`src/rtl/vpu_blitter.sv`:
```
// VRAM port controller for a CPU register window: single-byte data access with
// auto-increment/prefetch, plus a fill/copy blitter. One outstanding VRAM transfer at a time.
module vpu_blitter #(
    parameter int ADDR_W = 13,
    parameter int OFFS_W = 8
) (
    input  logic              clk,
    input  logic              rst,
    input  logic              cs,
    input  logic              rw,
    input  logic [3:0]        ad,
    input  logic [7:0]        di,
    output logic [7:0]        dout,
    output logic              irq,
    output logic              mem_req,
    output logic              mem_we,
    output logic [ADDR_W-1:0] mem_addr,
    output logic [7:0]        mem_wdata,
    input  logic              mem_ack,
    input  logic [7:0]        mem_rdata
);

    typedef enum logic [2:0] {
        IDLE, CPU_WR, PREFETCH, FILL_WR, CP_RD, CP_WR, DONE
    } state_t;

    state_t              state_q, state_d;
    logic [ADDR_W-1:0]   vaddr_q, vaddr_d, src_q, src_d, len_q, len_d;
    logic [7:0]          fill_q, fill_d, rdlatch_q, rdlatch_d;
    logic [OFFS_W-1:0]   offs_q, offs_d;
    logic                irq_q, irq_d, ien_q, ien_d, ovr_q, ovr_d;
    logic                mode_q, mode_d, dir_q, dir_d, aut_q, aut_d;
    logic                req_q, req_d, we_q, we_d;
    logic [ADDR_W-1:0]   addr_q, addr_d;
    logic [7:0]          wdata_q, wdata_d;

    logic                busy;
    logic [ADDR_W-1:0]   step_mag, vaddr_step, src_step;

    assign busy       = (state_q != IDLE);
    assign step_mag   = aut_q ? ADDR_W'(offs_q) : '0;
    assign vaddr_step = dir_q ? (vaddr_q - step_mag) : (vaddr_q + step_mag);
    assign src_step   = dir_q ? (src_q - step_mag) : (src_q + step_mag);

    assign irq       = irq_q & ien_q;
    assign mem_req   = req_q;
    assign mem_we    = we_q;
    assign mem_addr  = addr_q;
    assign mem_wdata = wdata_q;

    always_comb begin
        dout = 8'h00;
        case (ad)
            4'h0:    dout = rdlatch_q;
            4'h2:    dout = 8'(vaddr_q >> 8);
            4'h3:    dout = vaddr_q[7:0];
            4'h4:    dout = {irq_q, ien_q, busy, ovr_q, 1'b0, mode_q, dir_q, aut_q};
            4'h5:    dout = 8'(offs_q);
            4'h6:    dout = 8'(len_q >> 8);
            4'h7:    dout = len_q[7:0];
            4'h8:    dout = 8'(src_q >> 8);
            4'h9:    dout = src_q[7:0];
            4'hA:    dout = fill_q;
            default: dout = 8'h00;
        endcase
    end

    always_comb begin
        state_d   = state_q;
        vaddr_d   = vaddr_q;
        src_d     = src_q;
        len_d     = len_q;
        fill_d    = fill_q;
        rdlatch_d = rdlatch_q;
        offs_d    = offs_q;
        irq_d     = irq_q;
        ien_d     = ien_q;
        ovr_d     = ovr_q;
        mode_d    = mode_q;
        dir_d     = dir_q;
        aut_d     = aut_q;
        req_d     = req_q;
        we_d      = we_q;
        addr_d    = addr_q;
        wdata_d   = wdata_q;

        // CPU register access; transfers it launches only ever start from IDLE.
        if (cs) begin
            if (rw) begin
                if (ad == 4'h0 && !busy) begin
                    vaddr_d = vaddr_step;
                    state_d = PREFETCH;
                    req_d   = 1'b1;
                    we_d    = 1'b0;
                    addr_d  = vaddr_step;
                end
            end else begin
                case (ad)
                    4'h0: begin
                        if (busy) begin
                            ovr_d = 1'b1;
                        end else begin
                            state_d = CPU_WR;
                            req_d   = 1'b1;
                            we_d    = 1'b1;
                            addr_d  = vaddr_q;
                            wdata_d = di;
                        end
                    end
                    4'h2: if (!busy) vaddr_d[ADDR_W-1:8] = di[ADDR_W-9:0];
                    4'h3: begin
                        if (!busy) begin
                            vaddr_d[7:0] = di;
                            state_d      = PREFETCH;
                            req_d        = 1'b1;
                            we_d         = 1'b0;
                            addr_d       = {vaddr_q[ADDR_W-1:8], di};
                        end
                    end
                    4'h4: begin
                        if (di[7]) irq_d = 1'b0;
                        if (di[4]) ovr_d = 1'b0;
                        ien_d = di[6];
                        if (!busy) begin
                            mode_d = di[2];
                            dir_d  = di[1];
                            aut_d  = di[0];
                        end
                        // The mode bit written alongside START selects the operation.
                        if (di[3]) begin
                            if (busy) begin
                                ovr_d = 1'b1;
                            end else if (len_q == '0) begin
                                state_d = DONE;
                            end else if (di[2]) begin
                                state_d = CP_RD;
                                req_d   = 1'b1;
                                we_d    = 1'b0;
                                addr_d  = src_q;
                            end else begin
                                state_d = FILL_WR;
                                req_d   = 1'b1;
                                we_d    = 1'b1;
                                addr_d  = vaddr_q;
                                wdata_d = fill_q;
                            end
                        end
                    end
                    4'h5: if (!busy) offs_d = di[OFFS_W-1:0];
                    4'h6: if (!busy) len_d[ADDR_W-1:8] = di[ADDR_W-9:0];
                    4'h7: if (!busy) len_d[7:0] = di;
                    4'h8: if (!busy) src_d[ADDR_W-1:8] = di[ADDR_W-9:0];
                    4'h9: if (!busy) src_d[7:0] = di;
                    4'hA: fill_d = di;
                    default: ;
                endcase
            end
        end

        case (state_q)
            CPU_WR: begin
                if (mem_ack) begin
                    vaddr_d = vaddr_step;
                    req_d   = 1'b0;
                    we_d    = 1'b0;
                    state_d = IDLE;
                end
            end
            PREFETCH: begin
                if (mem_ack) begin
                    rdlatch_d = mem_rdata;
                    req_d     = 1'b0;
                    state_d   = IDLE;
                end
            end
            FILL_WR: begin
                if (mem_ack) begin
                    vaddr_d = vaddr_step;
                    len_d   = len_q - 1'b1;
                    if (len_q == ADDR_W'(1)) begin
                        req_d   = 1'b0;
                        we_d    = 1'b0;
                        state_d = DONE;
                    end else begin
                        addr_d  = vaddr_step;
                        wdata_d = fill_q;
                    end
                end
            end
            CP_RD: begin
                if (mem_ack) begin
                    src_d   = src_step;
                    we_d    = 1'b1;
                    addr_d  = vaddr_q;
                    wdata_d = mem_rdata;
                    state_d = CP_WR;
                end
            end
            CP_WR: begin
                if (mem_ack) begin
                    vaddr_d = vaddr_step;
                    len_d   = len_q - 1'b1;
                    we_d    = 1'b0;
                    if (len_q == ADDR_W'(1)) begin
                        req_d   = 1'b0;
                        state_d = DONE;
                    end else begin
                        addr_d  = src_q;
                        state_d = CP_RD;
                    end
                end
            end
            DONE: begin
                irq_d   = 1'b1;
                state_d = IDLE;
            end
            default: ;
        endcase
    end

    always_ff @(posedge clk) begin
        if (rst) begin
            state_q   <= IDLE;
            vaddr_q   <= '0;
            src_q     <= '0;
            len_q     <= '0;
            fill_q    <= 8'h00;
            rdlatch_q <= 8'h00;
            offs_q    <= OFFS_W'(1);
            irq_q     <= 1'b0;
            ien_q     <= 1'b0;
            ovr_q     <= 1'b0;
            mode_q    <= 1'b0;
            dir_q     <= 1'b0;
            aut_q     <= 1'b1;
            req_q     <= 1'b0;
            we_q      <= 1'b0;
            addr_q    <= '0;
            wdata_q   <= 8'h00;
        end else begin
            state_q   <= state_d;
            vaddr_q   <= vaddr_d;
            src_q     <= src_d;
            len_q     <= len_d;
            fill_q    <= fill_d;
            rdlatch_q <= rdlatch_d;
            offs_q    <= offs_d;
            irq_q     <= irq_d;
            ien_q     <= ien_d;
            ovr_q     <= ovr_d;
            mode_q    <= mode_d;
            dir_q     <= dir_d;
            aut_q     <= aut_d;
            req_q     <= req_d;
            we_q      <= we_d;
            addr_q    <= addr_d;
            wdata_q   <= wdata_d;
        end
    end

endmodule
```
`config.mk`:
```
export PLATFORM = sky130hd
export DESIGN_NAME = vpu_blitter
export DESIGN_NICKNAME = d
export VERILOG_FILES = /design/src/rtl/vpu_blitter.sv
export SDC_FILE = /design/constraint.sdc
export NUM_CORES = 1
export LEC_CHECK = 0
export CAP_MARGIN = 40
export CORE_MARGIN = 5
export CORE_UTILIZATION = 35
export CTS_BUF_LIST = sky130_fd_sc_hd__clkbuf_8
export CTS_CLUSTER_DIAMETER = 80
export DETAILED_ROUTE_END_ITERATION = 8
export GPL_TIMING_DRIVEN = 0
export HOLD_SLACK_MARGIN = 0.05
export PLACE_DENSITY = 0.55
export SKIP_CTS_REPAIR_TIMING = 1
export SLEW_MARGIN = 20
export SYNTH_ARGS = -nofsm -noshare
export SYNTH_HDL_FRONTEND = slang
export SYNTH_SLANG_ARGS = --single-unit
```
`constraint.sdc`:
```
create_clock -name clk -period 8.1 [get_ports clk]
set_input_delay 2.025 -clock clk [delete_from_list [all_inputs] [get_ports clk]]
set_output_delay 2.025 -clock clk [all_outputs]
set_load 0.05 [all_outputs]
```
==> key figures, run 1 <==
Run status
  • Outcome: finished clean

Min path
  • Worst Hold Class: flop to flop
  • Worst hold stages: 2
  • Worst hold endpoint: mode_q
  • Hold wc startpoint: mode_q

Setup path
  • CP Max Fanout: 10
  • Worst r2r src: aut_q
  • Worst reg2reg path depth: 16
  • Worst R2R Setup Slack: 3.82 ns
  • Worst Setup End Kind: output pin
  • Worst EP arrival: around 5.7 ns
  • Crit path launch type: primary input
  • Worst EP required: 6.08 ns
  • Critical path class: primary input to output pin
  • FF-to-FF End: mem_addr[10]

Final layout
  • Most frequent cells in the layout: nand2_1 (132), nor2_1 (130), a21oi_1 (107)
  • Reg area: approximately 1900 um2
  • Combined area of the multi-input logic cells: 5420 um2
  • Area Overhead vs Synth: 14.7%
  • Layout cells sized above 1: 5.43%
  • Nets: 1199
  • Antenna Cells: 0
  • Commonest non-fill, non-tap cell in the layout: nand2_1
  • Fillers: 2343
  • Final Cell Area: 8890 um2
  • Final std cells w/o fill: 1440

Power
  • Net switching power of the design: 407 uW
  • Pwr/cell area: between 100 and 150 nW/um2
  • Combinational share of power: 22.2%
  • Leak pwr: 0.00332 uW
  • Peak VDD IR: roughly 0.07 mV
  • Int Pwr: 674 uW
  • Reg power frac: 45.7%
  • Switching Share: a little under two fifths
  • Clock share of power: around a third
  • Pwr Total: around 1100 uW

Synth
  • Post-synthesis sequential area ratio: about a quarter
  • Mapped Cells: around 1100
  • Top cells by area, synth: dfxtp_1 (25%), a21oi_1 (6.9%), nand2_1 (6.4%)
  • Top-area cell type share of the netlist area: 24.5%
  • Synth Register Bits: 95
  • Post-Syn Nets: approximately 1100
  • Yosys cell types: 83
  • Dominant cell type by area after synthesis: dfxtp_1
  • Mapped Area: about 7800 um2
  • Top FF cell, synth: dfxtp_1
  • Syn Area/Cell: ~7.1 um2
  • Ys Warns: 0
  • Synth async-reset ratio: 0%
  • Post-synth EDFFs: 0

Run
  • Max Cap Violations: 0

Timing
  • Fin crit share: between 90% and 100%
  • Fin crit period: slightly below 8 ns
  • Worst-Margin Slew: just under 1 ns
  • Worst slew margin: between 30% and 40%
  • Final hold vios: 0
  • F_max: 130 MHz
  • Unrepaired setup endpoints after global routing: no
  • Final Max Slew Viols: 0
  • Skew final: 0.0229 ns
  • Setup TNS: 0 ns
  • Setup Viol. Count Final: 0

Routing
  • Per-cell routed wire length: 25.8 um
  • Final ANT Viol Nets: 0
  • Pre-antenna DRT Iters: 7
  • WL met3: between 3000 and 4000 um
  • DR DRC count: 0
  • Via count: around 9200
  • DR iter-0 viols: roughly 1300
  • Metal-1 WL: 16000 um
  • Drt via density: ~6.4
  • Detail Route met2 WL: 15900 um
  • Top Metal Used: met4
  • Post-Route WL: 37200 um

Floorplan
  • Initial Utilization: a little over a third
  • Core Box Area: approximately 22000 um2
  • Die Ht: 159 um
  • Row count: 54
  • DIE AREA: 25200 um2
  • Io pins: 57
  • Die width: 159 um

Placed design
  • Count of input and output buffers: between 40 and 50
  • Hpwl dp: 27900 um
  • Gp weighted congestion: 1.05
  • Cell count after placement: 1423
  • Placed cell areas: around 8700 um2

Clocking
  • CTS buffer count: 9
  • Clk buf depth: 2
  • Clock Latency Late Sink: between 0.4 and 0.5 ns
  • Root Driver: clkbuf_8
  • Clock sinks: 95
  • TritonCTS clock tree: built
  • Clock slew at reported path FFs: 0.11 ns
  • H-tree Lvls: 3

Global routing
  • GRT Total Usage: 28.0%
  • Pin count of the biggest net entering global routing: 20
  • Initial antenna violation count: 0
  • Grt ovf: 0
  • First-pass GRT wire length: 54600 um
  • Vias in the first global route: approximately 8300
cells by family (layout without fill, tap and decap cells):
kind of cell	after synthesis	after routing	synth area share (%)
xor gates and xnor gates	25	25	2.82
and+or+nand+nor	408	408	24.1
buffers and inverters	111	185	5.65
muxes	40	40	5.21
AOI/OAI and AO/OA	384	384	33.9
adders and majority gates	23	23	3.81
DFF	95	95	24.5
stage by stage:
| stage | util, % | worst slack (ns) | hold WS [ns] |
|---|---|---|---|
| 2_1_floorplan | - | 2.30 | 0.436 |
| 3_3_place_gp | 39.4 | 0.582 | 0.468 |
| 3_5_place_dp | 39.8 | 0.649 | 0.468 |
| 4_1_cts | 40.7 | 0.627 | 0.486 |
| 5_1_grt | 40.8 | 0.418 | 0.491 |
| 6_report | 40.8 | 0.419 | 0.484 |
power groups by stage:
stage          Clock (uW)  Combinational [uW]  Sequential (uW)
3_5_place_dp            0                 232              504
4_1_cts               354                 233              493
5_1_grt               367                 253              495
6_report              347                 240              494
2_1_floorplan           0                 126              512
3_3_place_gp            0                 229              504
routing by layer:
layer / track usage [%] / vias up
met5: 0 / -
met3: 4.69 / 127
met4: 13.9 / 0
li1: - / 4174
met1: 38.2 / 4392
met2: 42.6 / 535
synthesized netlist by cell type (all sizes together), types with 17 or more instances:
cell type	number
inv	23
nand3	41
nor2	131
dfxtp	95
ha	17
clkbuf	72
a22oi	32
a222oi	20
o21ai	66
mux2i	37
a21oi	107
nor3	27
nand2	132
sequential cells by signal, summed over array words and instances (netlist names):
register / count
len_q: 13
mem_addr: 13
src_q: 13
vaddr_q: 13
fill_q: 8
mem_wdata: 8
offs_q: 8
rdlatch_q: 8
state_q: 3
aut_q: 1
dir_q: 1
ien_q: 1
irq_q: 1
mem_req: 1
mem_we: 1
mode_q: 1
ovr_q: 1
worst max path at each step:
stage | start | endpoint | slack (ns) | depth (start not counted)
floorplan | ad[3] | dout[1] | 2.30 | 8
global placement | ad[0] | dout[0] | 0.58 | 8
detailed placement | ad[0] | dout[0] | 0.65 | 8
CTS | ad[0] | dout[0] | 0.63 | 8
global route | ad[0] | dout[2] | 0.42 | 7
finish | ad[0] | dout[0] | 0.42 | 8
critical path: stages:
cell             delay (ns)
clkdlybuf4s50_1        0.59
nor2_1                 0.47
and2_1                 0.20
clkbuf_1               0.36
clkbuf_1               0.68
a222oi_1               0.29
nand3_1                0.20
clkdlybuf4s50_1        0.83
layout make-up:
class | count | area share, %
Buffer | 88 | 3.95
Inverter | 23 | 0.971
Clock inverter | 7 | 0.816
Multi-Input combinational cell | 880 | 60.9
Timing Repair Buffer | 58 | 6.63
Clock buffer | 9 | 1.39
Sequential cell | 95 | 21.4
Tap cell | 280 | 3.94
(Power assumes the default switching activity.)
==> inputs of run 2 (changes only) <==
- CAP_MARGIN: 40 -> 20
- PLACE_DENSITY: 0.55 -> 0.57
- SKIP_CTS_REPAIR_TIMING: 1 -> not set
- clock period: 8.1 -> 6.7 ns (I/O delays scaled with it)
==> run 2 against run 1 <==
Highest routed layer unchanged. Largest power group unchanged. Power up 26%. Clock-buffer cell count unchanged. Via count is 0.55% lower. The run now ends with DRC left. Critical endpoint unchanged.
==> key figures, run 2 (synthesis gave the netlist of run 1 again) <==
Floorplan
  • Core Box Area: 21800 um2 (unchanged)
  • Die Ht: 159 um (unchanged)
  • DIE AREA: 25200 um2 (unchanged)
  • Row count: 54 (unchanged)
  • Die width: 159 um (unchanged)
  • Io pins: 57 (unchanged)
  • Initial Utilization: 35.5% (unchanged)

Final layout
  • Most frequent cells in the layout: nand2_1 (132), nor2_1 (130), a21oi_1 (107)
  • Nets: 1191 (-0.67%)
  • Commonest non-fill, non-tap cell in the layout: nand2_1
  • Fillers: 2334 (-0.38%)
  • Final std cells w/o fill: 1433 (-0.49%)
  • Area Overhead vs Synth: 14.2%
  • Layout cells sized above 1: 5.03% (-0.40 points)

Placed design
  • Cell count after placement: 1416 (-0.49%)
  • Hpwl dp: 27500 um (-1.6%)
  • Count of input and output buffers: 49 (unchanged)
  • Pre-CTS WS: -0.0968 ns (-0.746 ns)
  • Gp weighted congestion: 0.995 (-5.0%)

Run
  • Max Cap Violations: 0 (unchanged)

Global routing
  • Vias in the first global route: 8549 (+2.7%)
  • Global Route met2 Usage: 42.0% (-0.59 points)
  • First-pass GRT wire length: 54200 um (-0.82%)
  • M3 GR Usage: 5.57% (+0.88 points)
  • Grt ovf: 0 (unchanged)
  • Grt peak-use layer: met2
  • Initial antenna violation count: 0 (unchanged)
  • GRT Total Usage: 27.7% (-0.25 points)
  • Pin count of the biggest net entering global routing: 19 (-5.0%)
  • M1 GR Usage: 37.9% (-0.28 points)

Setup path
  • Crit path launch type: primary input
  • CP Max Fanout: 10 (unchanged)
  • Critical path class: primary input to output pin
  • Worst EP arrival: 4.98 ns (-0.68 ns)
  • Worst Setup End Kind: output pin
  • Worst EP required: 5.03 ns (-1.05 ns)

Routing
  • DR DRC count: 4 (+4)
  • Post-Route WL: 36800 um (-1.0%)
  • Via count: 9177 (-0.55%)
  • Per-cell routed wire length: 25.7 um (-0.54%)
  • DR iter-0 viols: 1545 (+15%)
  • Drt via density: 6.40 (about the same)
  • Final ANT Viol Nets: 0 (unchanged)
  • Pre-antenna DRT Iters: 9 (+2)

Timing
  • Fin crit share: 99.3%
  • Unrepaired setup endpoints after global routing: no
  • Final worst slack: 0.0437 ns (-0.375 ns)
  • Setup Viol. Count Final: 0 (unchanged)
  • Fin crit period: between 6 and 7 ns
  • F_max: 150 MHz
  • Worst slew margin: 20.0% (-16 points)
  • Worst-Margin Slew: 1.19 ns (+0.225 ns)
  • Final hold vios: 0 (unchanged)
  • Final Max Slew Viols: 0 (unchanged)
  • Skew final: 0.0107 ns (-0.0122 ns)

Clocking
  • TritonCTS clock tree: built
  • Root Driver: clkbuf_8
  • Clock slew at reported path FFs: 0.11 ns (about the same)
  • Clk buf depth: 2 (unchanged)
  • Clock Latency Late Sink: 0.42 ns (about the same)
  • Post-CTS Setup Inserts: 0
  • Clock sinks: 95 (unchanged)
  • H-tree Lvls: 3 (unchanged)
  • CTS buffer count: 9 (unchanged)

Power
  • Pwr Total: 1370 uW (+26%)
  • Peak VDD IR: 0.0831 mV (+16%)
  • Pwr/cell area: 154 nW/um2 (+27%)
  • Leak pwr: 0.00333 uW (+0.51%)

Min path
  • Worst Hold Class: flop to flop

Run status
  • Failing checks: DRC
  • Outcome: finished, violations left
## run 2: metrics by stage
step           hold slack (ns)  instance area [um2]  util [%]  setup TNS (ns)
6_report                 0.483                 8860      40.6               0
5_1_grt                  0.502                 8850      40.6               0
4_1_cts                  0.481                 8840      40.5               0
3_5_place_dp             0.464                 8610      39.4          -0.106
3_3_place_gp             0.460                 8590      39.4          -0.336
2_1_floorplan            0.436                 7750         -               0
## run 2: layer usage
layer,routed length (um),vias up
met2,15800,556
met5,0,-
met4,1780,0
met3,3550,109
met1,15600,4356
li1,-,4156
## run 2: report_power, final
group,switching (uW),internal (uW)
clock,263,220
combinational,200,85.2
sequential,20.3,578
## run 2: final timing paths
check | cells after the start | from | to | slack (ns)
worst max register to register | 18 | aut_q | mem_addr[9] | 2.47
worst max-delay path | 8 | ad[0] | dout[0] | 0.04
worst min-delay path | 2 | mode_q | mode_q | 0.48
worst min register to register | 2 | mode_q | mode_q | 0.48
## run 2: what timing repair did
item	CTS	global route
hold buffers	0	0
pin swaps	0	0
endpoints found under the setup margin	4	6
resized for setup	1	5
endpoints found under the hold margin	0	0
## run 2: worst max-delay path: stages
cell and delay, ns:
clkdlybuf4s50_1 0.58, nor2_1 0.41, and2_1 0.19, clkbuf_1 0.48, clkbuf_2 0.43, a222oi_1 0.21, nand3_1 0.18, clkdlybuf4s50_1 0.82
## run 2: area by class of cell
| type | instances | area (um2) | share of cell area, % |
|---|---|---|---|
| multi-input combinational | 880 | 5420 | 61.2 |
| sequential | 95 | 1900 | 21.5 |
| timing repair buffer | 50 | 503 | 5.68 |
| buffer | 88 | 354 | 4.00 |
| tap | 280 | 350 | 3.96 |
| clock buffer | 9 | 124 | 1.40 |
| clock inverter | 7 | 111 | 1.26 |
| inverter | 23 | 86.3 | 0.975 |
| antenna | 1 | 2.50 | 0.0283 |
